## src/rtl/counter_updown_mod.sv

```systemverilog
// counter_updown_mod
// Parametrised up/down modulo counter with synchronous clear, clamped
// parallel load, wrap-or-saturate behaviour at the range ends and
// registered event flags.
//
// Ports:
//   clk         rising-edge clock
//   reset_n     asynchronous active-low reset
//   clear       synchronous clear (highest priority)
//   load        synchronous load of load_val (clamped to MAX_VAL)
//   load_val    load value
//   count_en    count enable
//   up_dn       1 = count up, 0 = count down
//   q_out       registered count, range 0..MAX_VAL
//   wrap        one-cycle pulse: count wrapped (SATURATE = 0)
//   sat_hit     one-cycle pulse: count held at a range end (SATURATE = 1)
//   ovf_sticky  set by any wrap/sat_hit event, cleared by clear or reset
//   at_max      q_out == MAX_VAL (decoded from the register only)
//   at_zero     q_out == 0       (decoded from the register only)

module counter_updown_mod #(
    parameter int               WIDTH    = 8,
    parameter longint unsigned  MAX_VAL  = (64'd1 << WIDTH) - 64'd1,
    parameter int               SATURATE = 0
) (
    input  logic             clk,
    input  logic             reset_n,
    input  logic             clear,
    input  logic             load,
    input  logic [WIDTH-1:0] load_val,
    input  logic             count_en,
    input  logic             up_dn,
    output logic [WIDTH-1:0] q_out,
    output logic             wrap,
    output logic             sat_hit,
    output logic             ovf_sticky,
    output logic             at_max,
    output logic             at_zero
);

    generate
        if (WIDTH < 2 || WIDTH > 63) begin : g_bad_width
            $error("counter_updown_mod: WIDTH must be in 2..63");
        end
        if (MAX_VAL > ((64'd1 << WIDTH) - 64'd1)) begin : g_bad_max
            $error("counter_updown_mod: MAX_VAL does not fit in WIDTH bits");
        end
    endgenerate

    localparam logic [WIDTH-1:0] MAX_W = MAX_VAL[WIDTH-1:0];
    localparam logic [WIDTH-1:0] ONE   = {{(WIDTH-1){1'b0}}, 1'b1};

    logic [WIDTH-1:0] load_clamped;

    always_comb begin
        load_clamped = (load_val > MAX_W) ? MAX_W : load_val;
    end

    // Range ends are detected by equality before stepping, so the
    // counter never relies on natural 2**WIDTH rollover.
    always_ff @(posedge clk or negedge reset_n) begin
        if (!reset_n) begin
            q_out      <= '0;
            wrap       <= 1'b0;
            sat_hit    <= 1'b0;
            ovf_sticky <= 1'b0;
        end else begin
            wrap    <= 1'b0;
            sat_hit <= 1'b0;
            if (clear) begin
                q_out      <= '0;
                ovf_sticky <= 1'b0;
            end else if (load) begin
                q_out <= load_clamped;
            end else if (count_en) begin
                if (up_dn) begin
                    if (q_out != MAX_W) begin
                        q_out <= q_out + ONE;
                    end else if (SATURATE != 0) begin
                        sat_hit    <= 1'b1;
                        ovf_sticky <= 1'b1;
                    end else begin
                        q_out      <= '0;
                        wrap       <= 1'b1;
                        ovf_sticky <= 1'b1;
                    end
                end else begin
                    if (q_out != '0) begin
                        q_out <= q_out - ONE;
                    end else if (SATURATE != 0) begin
                        sat_hit    <= 1'b1;
                        ovf_sticky <= 1'b1;
                    end else begin
                        q_out      <= MAX_W;
                        wrap       <= 1'b1;
                        ovf_sticky <= 1'b1;
                    end
                end
            end
        end
    end

    assign at_max  = (q_out == MAX_W);
    assign at_zero = (q_out == '0);

endmodule

```

## config.mk

```make
export PLATFORM = sky130hd
export DESIGN_NAME = counter_updown_mod
export DESIGN_NICKNAME = d
export VERILOG_FILES = /design/src/rtl/counter_updown_mod.sv
export SDC_FILE = /design/constraint.sdc
export NUM_CORES = 1
export LEC_CHECK = 0
export BUFFER_PORTS_ARGS = -buffer_cell sky130_fd_sc_hd__buf_2
export CAP_MARGIN = 20
export CORE_ASPECT_RATIO = 1.25
export CORE_MARGIN = 2
export CORE_UTILIZATION = 25
export DETAILED_ROUTE_END_ITERATION = 6
export MAX_ROUTING_LAYER = met4
export PLACE_DENSITY_LB_ADDON = 0.25
export SETUP_SLACK_MARGIN = 0.1
export SLEW_MARGIN = 20
export SYNTH_ARGS = -nofsm -noshare
export SYNTH_HDL_FRONTEND = slang
export SYNTH_SLANG_ARGS = --single-unit
export TNS_END_PERCENT = 30
```

## constraint.sdc

```tcl
create_clock -name clk -period 2.6 [get_ports clk]
set_input_delay 0.52 -clock clk [delete_from_list [all_inputs] [get_ports clk]]
set_output_delay 0.52 -clock clk [all_outputs]
set_load 0.005 [all_outputs]
```

==> impl_results.md, run 1 <==
- CP Capture Type: output pin
- CP startpoint kind: flip-flop
- CTS tree: yes
- F_max: 422 MHz
- Final Slew Violations: 0
- Rows: 25
- Most frequent cells in the layout: 25 x buf_2, 9 x a21oi_1, 8 x nor2_1, 8 x dfrtp_1, 7 x inv_1
- CTS root buf: clkbuf_8
- Synth top area share: between 20% and 30%
- Post-CTS Setup Inserts: 0
- WL final: between 3 and 4 mm
- FF+latch area: 253 µm²
- Worst Path Required: 2.08 ns
- Most common cell after layout, fill and taps aside: buf_2
- # setup viols final: 0
- Die area: between 4000 and 5000 µm²
- Initial antenna violation count: 0
- Vias in the first global route: 1,054
- Gr usage total: 16.2%
- Crit share post-route: 91.2%
- Worst-path clk slew: roughly 0.06 ns
- CP max FO: 12
- DR vias: 1,070
- Post-synth top flop: dfrtp_1
- Max IR drop VDD: slightly above 200 µV
- Worst-skew pair later-pin latency: 0.25 ns
- Critical path type: reg -> out
- Worst Path Arrival: 1.85 ns
- Worst Max-Slew Pin Slew: 0.678 ns
- Post-Layout Cell Count: 201
- Fin Clk Skew: a little under 0.004 ns
- Synthesized flop and latch total: 10
- Syn_area_per_cell: 7.96 µm²
- PortBufs: 25
- Worst Setup SP: q_out[0]
- First-pass DRT Iterations: 5
- Leak pwr: between 0.5 and 0.6 nW
- PnR Total Power: 0.000588 W
- Pwr per Cell Area: 481 nW/µm²
- Largest net degree at the start of global routing: 21
- Largest area contributor in the netlist: dfrtp_1
- NumNets Final: 165
- First-pass GRT wire length: 5.30 mm
- Hold Slack: 0.131 ns
- Max Root-Sink Buffers: 2
- Ant. Diodes: 0
- Top post-synthesis cells by area: dfrtp_1 25%, a21oi_1 4.4%, ha_1 3.7%
- Final Hold Fails: 0
- Die W: 61.1 µm
- RSZ-0062 raised after global routing: no
- Final min period: around 2.4 ns
- DPL Wire Length: 2.34 mm
- Top-level I/O count: 27
- Worst rel slew slack: 54.4%
- Syn Nets: 145
- Share of cells above drive strength 1: approximately 27%
- Final setup TNS: 0 ns
- Htree depth: 1
- DRC viols: 0
- WL/cell: 15.9 µm
- Gate count after technology mapping: approximately 130
- FF-to-FF Start: q_out[3]
- Placer congestion estimate: 0.950
- Core area: 3850 µm²
- Library cells used by synthesis: 46
- TritonCTS buffer count: 3
- Total congestion overflow: 0
- Synth Cell Area: 1020 µm²
- ANT nets after route: 0
- Multi-input logic area: slightly below 700 µm²
- Layout area overhead: 20.1%
- TritonCTS sink count: 10
- Die height: 75.4 µm
- Via density: 5.32
- Async SR Flop Fraction: 100%
- Register area share after synthesis: 24.6%
- Max-cap violation count: 0
- Warnings from Yosys: 0
- Fill cells: 419
- Outcome: finished clean
- Initial Utilization: 26.5%
- EDFF count, synth: 0
- Worst min path class: in -> async
- Cells after DPL: a little under 200
- Number of DRC markers in iteration 0: 33
[timing repair]
item                                    CTS  global route
resized for setup                         0             2
endpoints found under the setup margin    0             1
hold buffers                              0             0
endpoints found under the hold margin     0             0
[registers in the layout, indices dropped and copies added (netlist names)]
signal	flops
ovf_sticky	1
q_out	8
wrap	1
[final timing paths]
check | cells after the start | slack [ns] | end
worst min register to register | 2 | 0.53 | ovf_sticky
max in group asynchronous | 1 | 2.24 | q_out[1]
min in group clk | 2 | 0.53 | ovf_sticky
worst min-delay path | 1 | 0.13 | q_out[6]
worst max register to register | 4 | 0.72 | q_out[7]
worst max-delay path | 5 | 0.23 | at_zero
[cells by family (layout without fill, tap and decap cells)]
group                    after synthesis  in the layout  share of synthesized area [%]
AND/OR/NAND/NOR                       49             49                           30.3
adder cells (fa/ha/maj)                3              3                           3.69
flip-flops                            10             10                           24.6
multiplexers                           1              1                          0.983
buffers and inverters                 18             37                           7.74
AO/OA/AOI/OAI                         42             42                           28.9
XOR/XNOR                               4              4                           3.44
other                                  1              1                          0.368
[metrics by stage]
step | cell area [µm²] | util [%] | setup slack, ns
3_5_place_dp | 1170 | 30.3 | 0.473
3_3_place_gp | 1170 | 30.3 | 0.526
4_1_cts | 1220 | 31.7 | 0.193
6_report | 1220 | 31.8 | 0.230
5_1_grt | 1220 | 31.8 | 0.132
2_1_floorplan | 1020 | - | 0.632
[power by group]
| part | leakage (nW) | total [W] | internal (W) | switching (W) |
|---|---|---|---|---|
| Combinational | 0.354 | 0.000178 | 0.0000792 | 0.0000988 |
| Sequential | 0.130 | 0.000197 | 0.000168 | 0.0000295 |
| Clock | 0.0288 | 0.000213 | 0.000134 | 0.0000783 |
[critical path, stage by stage (launching register included)]
cell	delay [ns]
dfrtp_2	0.48
inv_1	0.12
ha_1	0.18
or3b_2	0.49
nor2_4	0.19
buf_2	0.15
[Yosys cell counts, types with 2 or more instances]
| cell type | instances |
|---|---|
| nor3_1 | 3 |
| a22o_1 | 2 |
| and2_1 | 3 |
| buf_2 | 3 |
| o21ai_0 | 6 |
| nor2b_1 | 3 |
| a311o_1 | 2 |
| nand2_1 | 2 |
| a211oi_2 | 2 |
| nor2_1 | 8 |
| ha_1 | 3 |
| xor2_1 | 2 |
| nand3_1 | 5 |
| o22ai_1 | 3 |
| and3_1 | 3 |
| dfrtp_1 | 10 |
| o31ai_1 | 3 |
| nor4b_1 | 3 |
| o211ai_1 | 3 |
| a31oi_1 | 4 |
| inv_1 | 7 |
| clkbuf_1 | 6 |
| a21oi_1 | 9 |
| nand4_1 | 5 |
| nor3b_1 | 2 |
| a211oi_1 | 2 |
| xnor2_1 | 2 |
| nand2b_1 | 2 |
| and4_1 | 2 |
| and3b_1 | 2 |
[per-layer routing]
metal / vias to the layer above / global-route usage [%] / part of all wire, % / wire length (µm)
li1: 521 / - / - / -
met1: 504 / 19.2 / 41 / 1310
met2: 33 / 25.1 / 50 / 1620
met3: 12 / 1.53 / 4.2 / 133
met4: 0 / 11.8 / 4.3 / 138
met5: - / - / 0 / 0
[layout make-up]
class,count,share of cell area [%]
clock buffer,4,4.50
sequential,10,20.7
timing repair buffer,26,10.8
tap,54,5.52
multi-input combinational,100,56.3
inverter,7,2.15
Power figures use the tool's default switching activity.
==> run 2, diff against run 1 <==
Settings changed: CORE_ASPECT_RATIO 1.25 to not set.
==> run 2 against run 1 <==
Register-to-register slack about the same. Largest power group unchanged. Cell area is 0.51% lower. Critical endpoint unchanged. Setup slack worse by 0.026 ns. Critical path type unchanged. Critical path depth did not move. Combinational power is essentially flat. Maximum frequency decreased by 1.1%. Non-clock buffer count unchanged. Routed wire length fell by 0.91%. First-iteration DRC count rose to 3.6 times the previous value. Largest cell class unchanged. Core utilization down 1.1 points. Cell count shrank 2.0%. Sequential share of layout area about the same.
==> impl_results.md, run 2 (same netlist as run 1, synthesis figures left out) <==
- Max-cap violation count: 0 (unchanged)
- Vias in the first global route: 1,004 (-4.7%)
- Share of cells above drive strength 1: 26.5% (-0.68 points)
- ANT nets after route: 0 (unchanged)
- TritonCTS buffer count: 3 (unchanged)
- Htree depth: 1 (unchanged)
- WL/cell: 16.1 µm (+1.1%)
- Most common cell after layout, fill and taps aside: buf_2
- Die height: 67.8 µm (-10%)
- Final Slew Violations: 0 (unchanged)
- CP max-delay cell: or3b_2
- DR vias: 1,071 (+0.093%)
- Worst Path Arrival: 1.88 ns (+0.03 ns)
- Pwr per Cell Area: 477 nW/µm² (-0.78%)
- Worst-skew pair later-pin latency: 0.24 ns (about the same)
- Ant. Diodes: 0 (unchanged)
- Crit-path leading delay family: simple AND/OR/NAND/NOR gates
- Worst min path class: in -> async
- Worst Path Required: 2.08 ns (about the same)
- Worst Max-Slew Pin Slew: 0.513 ns (-0.165 ns)
- Die area: 4600 µm² (about the same)
- Most frequent cells in the layout: 25 x buf_2, 9 x a21oi_1, 9 x dfrtp_1, 8 x nor2_1, 7 x inv_1
- # setup viols final: 0 (unchanged)
- Layout area overhead: 19.5%
- WP buf/inv: 2 (unchanged)
- WL final: 3.17 mm (-0.91%)
- Max FFs per register: 8 (unchanged)
- F_max: 417 MHz (-1.1%)
- NumNets Final: 165 (unchanged)
- Number of DRC markers in iteration 0: 118 (+260%)
- Largest net degree at the start of global routing: 21 (unchanged)
- Final setup TNS: 0 ns (unchanged)
- Leak pwr: 0.514 nW (+0.21%)
- Fin Clk Skew: 0.000496 ns (-0.00348 ns)
- Max Root-Sink Buffers: 2 (unchanged)
- CP max FO: 12 (unchanged)
- PortBufs: 25 (unchanged)
- Final Hold Fails: 0 (unchanged)
- Rows: 23 (-8.0%)
- Placer congestion estimate: 0.938 (-1.3%)
- Critical Path Max Stage Delay: 0.50 ns (about the same)
- Worst-path clk slew: 0.05 ns (about the same)
- Hold Slack: 0.152 ns (+0.0217 ns)
- Core area: 3970 µm² (+3.2%)
- DRC viols: 0 (unchanged)
- First-pass GRT wire length: 4.91 mm (-7.4%)
- Die W: 67.8 µm (+11%)
- Crit share post-route: 92.2% (+1.0 points)
- TritonCTS sink count: 10 (unchanged)
- Top-level I/O count: 27 (unchanged)
- First-pass DRT Iterations: 4 (-1)
- Biggest regs: q_out: 8 flops, ovf_sticky: 1 flops, wrap: 1 flops
- CP startpoint kind: flip-flop
- Max IR drop VDD: 167 µV (-19%)
- CTS tree: yes
- Via density: 5.44 (+2.1%)
- Worst rel slew slack: 65.8% (+11 points)
- RSZ-0062 raised after global routing: no
- Total congestion overflow: 0 (unchanged)
- DPL Wire Length: 2.27 mm (-2.8%)
- Crit-path cells: inv_1 > ha_1 > or3b_2 > nor2_4 > buf_2
- Most flops, register: q_out
- CP Capture Type: output pin
- Final min period: 2.40 ns (+0.0265 ns)
- Initial antenna violation count: 0 (unchanged)
- Critical path type: reg -> out
- Outcome: finished clean
- Initial Utilization: 25.6% (-0.83 points)
- Gr usage total: 14.6% (-1.6 points)
- CTS root buf: clkbuf_8
## run 2: cell types whose count changed in the layout (fill, tap and decap cells not counted)
| cell | previous run | this run |
|---|---|---|
| dfrtp_2 | 2 | 1 |
| dfrtp_1 | 8 | 9 |
## run 2: layout make-up
| type | count | area, µm² |
|---|---|---|
| Inverter | 7 | 26.3 |
| Clock buffer | 4 | 55.1 |
| Timing Repair Buffer | 26 | 133 |
| Fill cell | 438 | 2750 |
| Tap cell | 50 | 62.6 |
| Multi-Input combinational cell | 100 | 689 |
| Sequential cell | 10 | 251 |
## run 2: per-layer routing
layer	vias to the layer above	track usage, %	share of wire (%)
met5	-	-	0
met4	0	4.75	1.3
met3	4	1.81	1.9
met2	16	23.5	49
met1	530	19.0	48
li1	521	-	-
## run 2: stage by stage
step | power (W) | worst slack [ns] | util [%] | area [µm²] | std cells
after floorplan | 0.000319 | 0.632 | - | 1020 | 128
after global placement | 0.000376 | 0.530 | 29.2 | 1160 | 193
after detailed placement | 0.000378 | 0.457 | 29.2 | 1160 | 193
after CTS | 0.000588 | 0.192 | 30.6 | 1220 | 197
after global routing | 0.000623 | 0.105 | 30.7 | 1220 | 197
final | 0.000581 | 0.203 | 30.7 | 1220 | 197
## run 2: what timing repair did
action,in CTS,in global routing
gates resized for setup,0,1
setup endpoints to repair,0,1
buffers inserted,0,0
hold buffers,0,0
## run 2: final timing paths
path | from | to | slack, ns | depth (start not counted)
setup / recovery | q_out[1] | at_zero | 0.20 | 5
hold / removal | reset_n | ovf_sticky | 0.15 | 1
setup reg to reg | q_out[1] | q_out[4] | 0.72 | 6
hold reg to reg | ovf_sticky | ovf_sticky | 0.54 | 2
max in group asynchronous | reset_n | q_out[0] | 2.21 | 1
min in group clk | ovf_sticky | ovf_sticky | 0.54 | 2
## run 2: power breakdown
group	internal, W	switching, W
clock	0.000134	0.0000692
sequential	0.000168	0.0000312
combinational	0.0000811	0.0000977
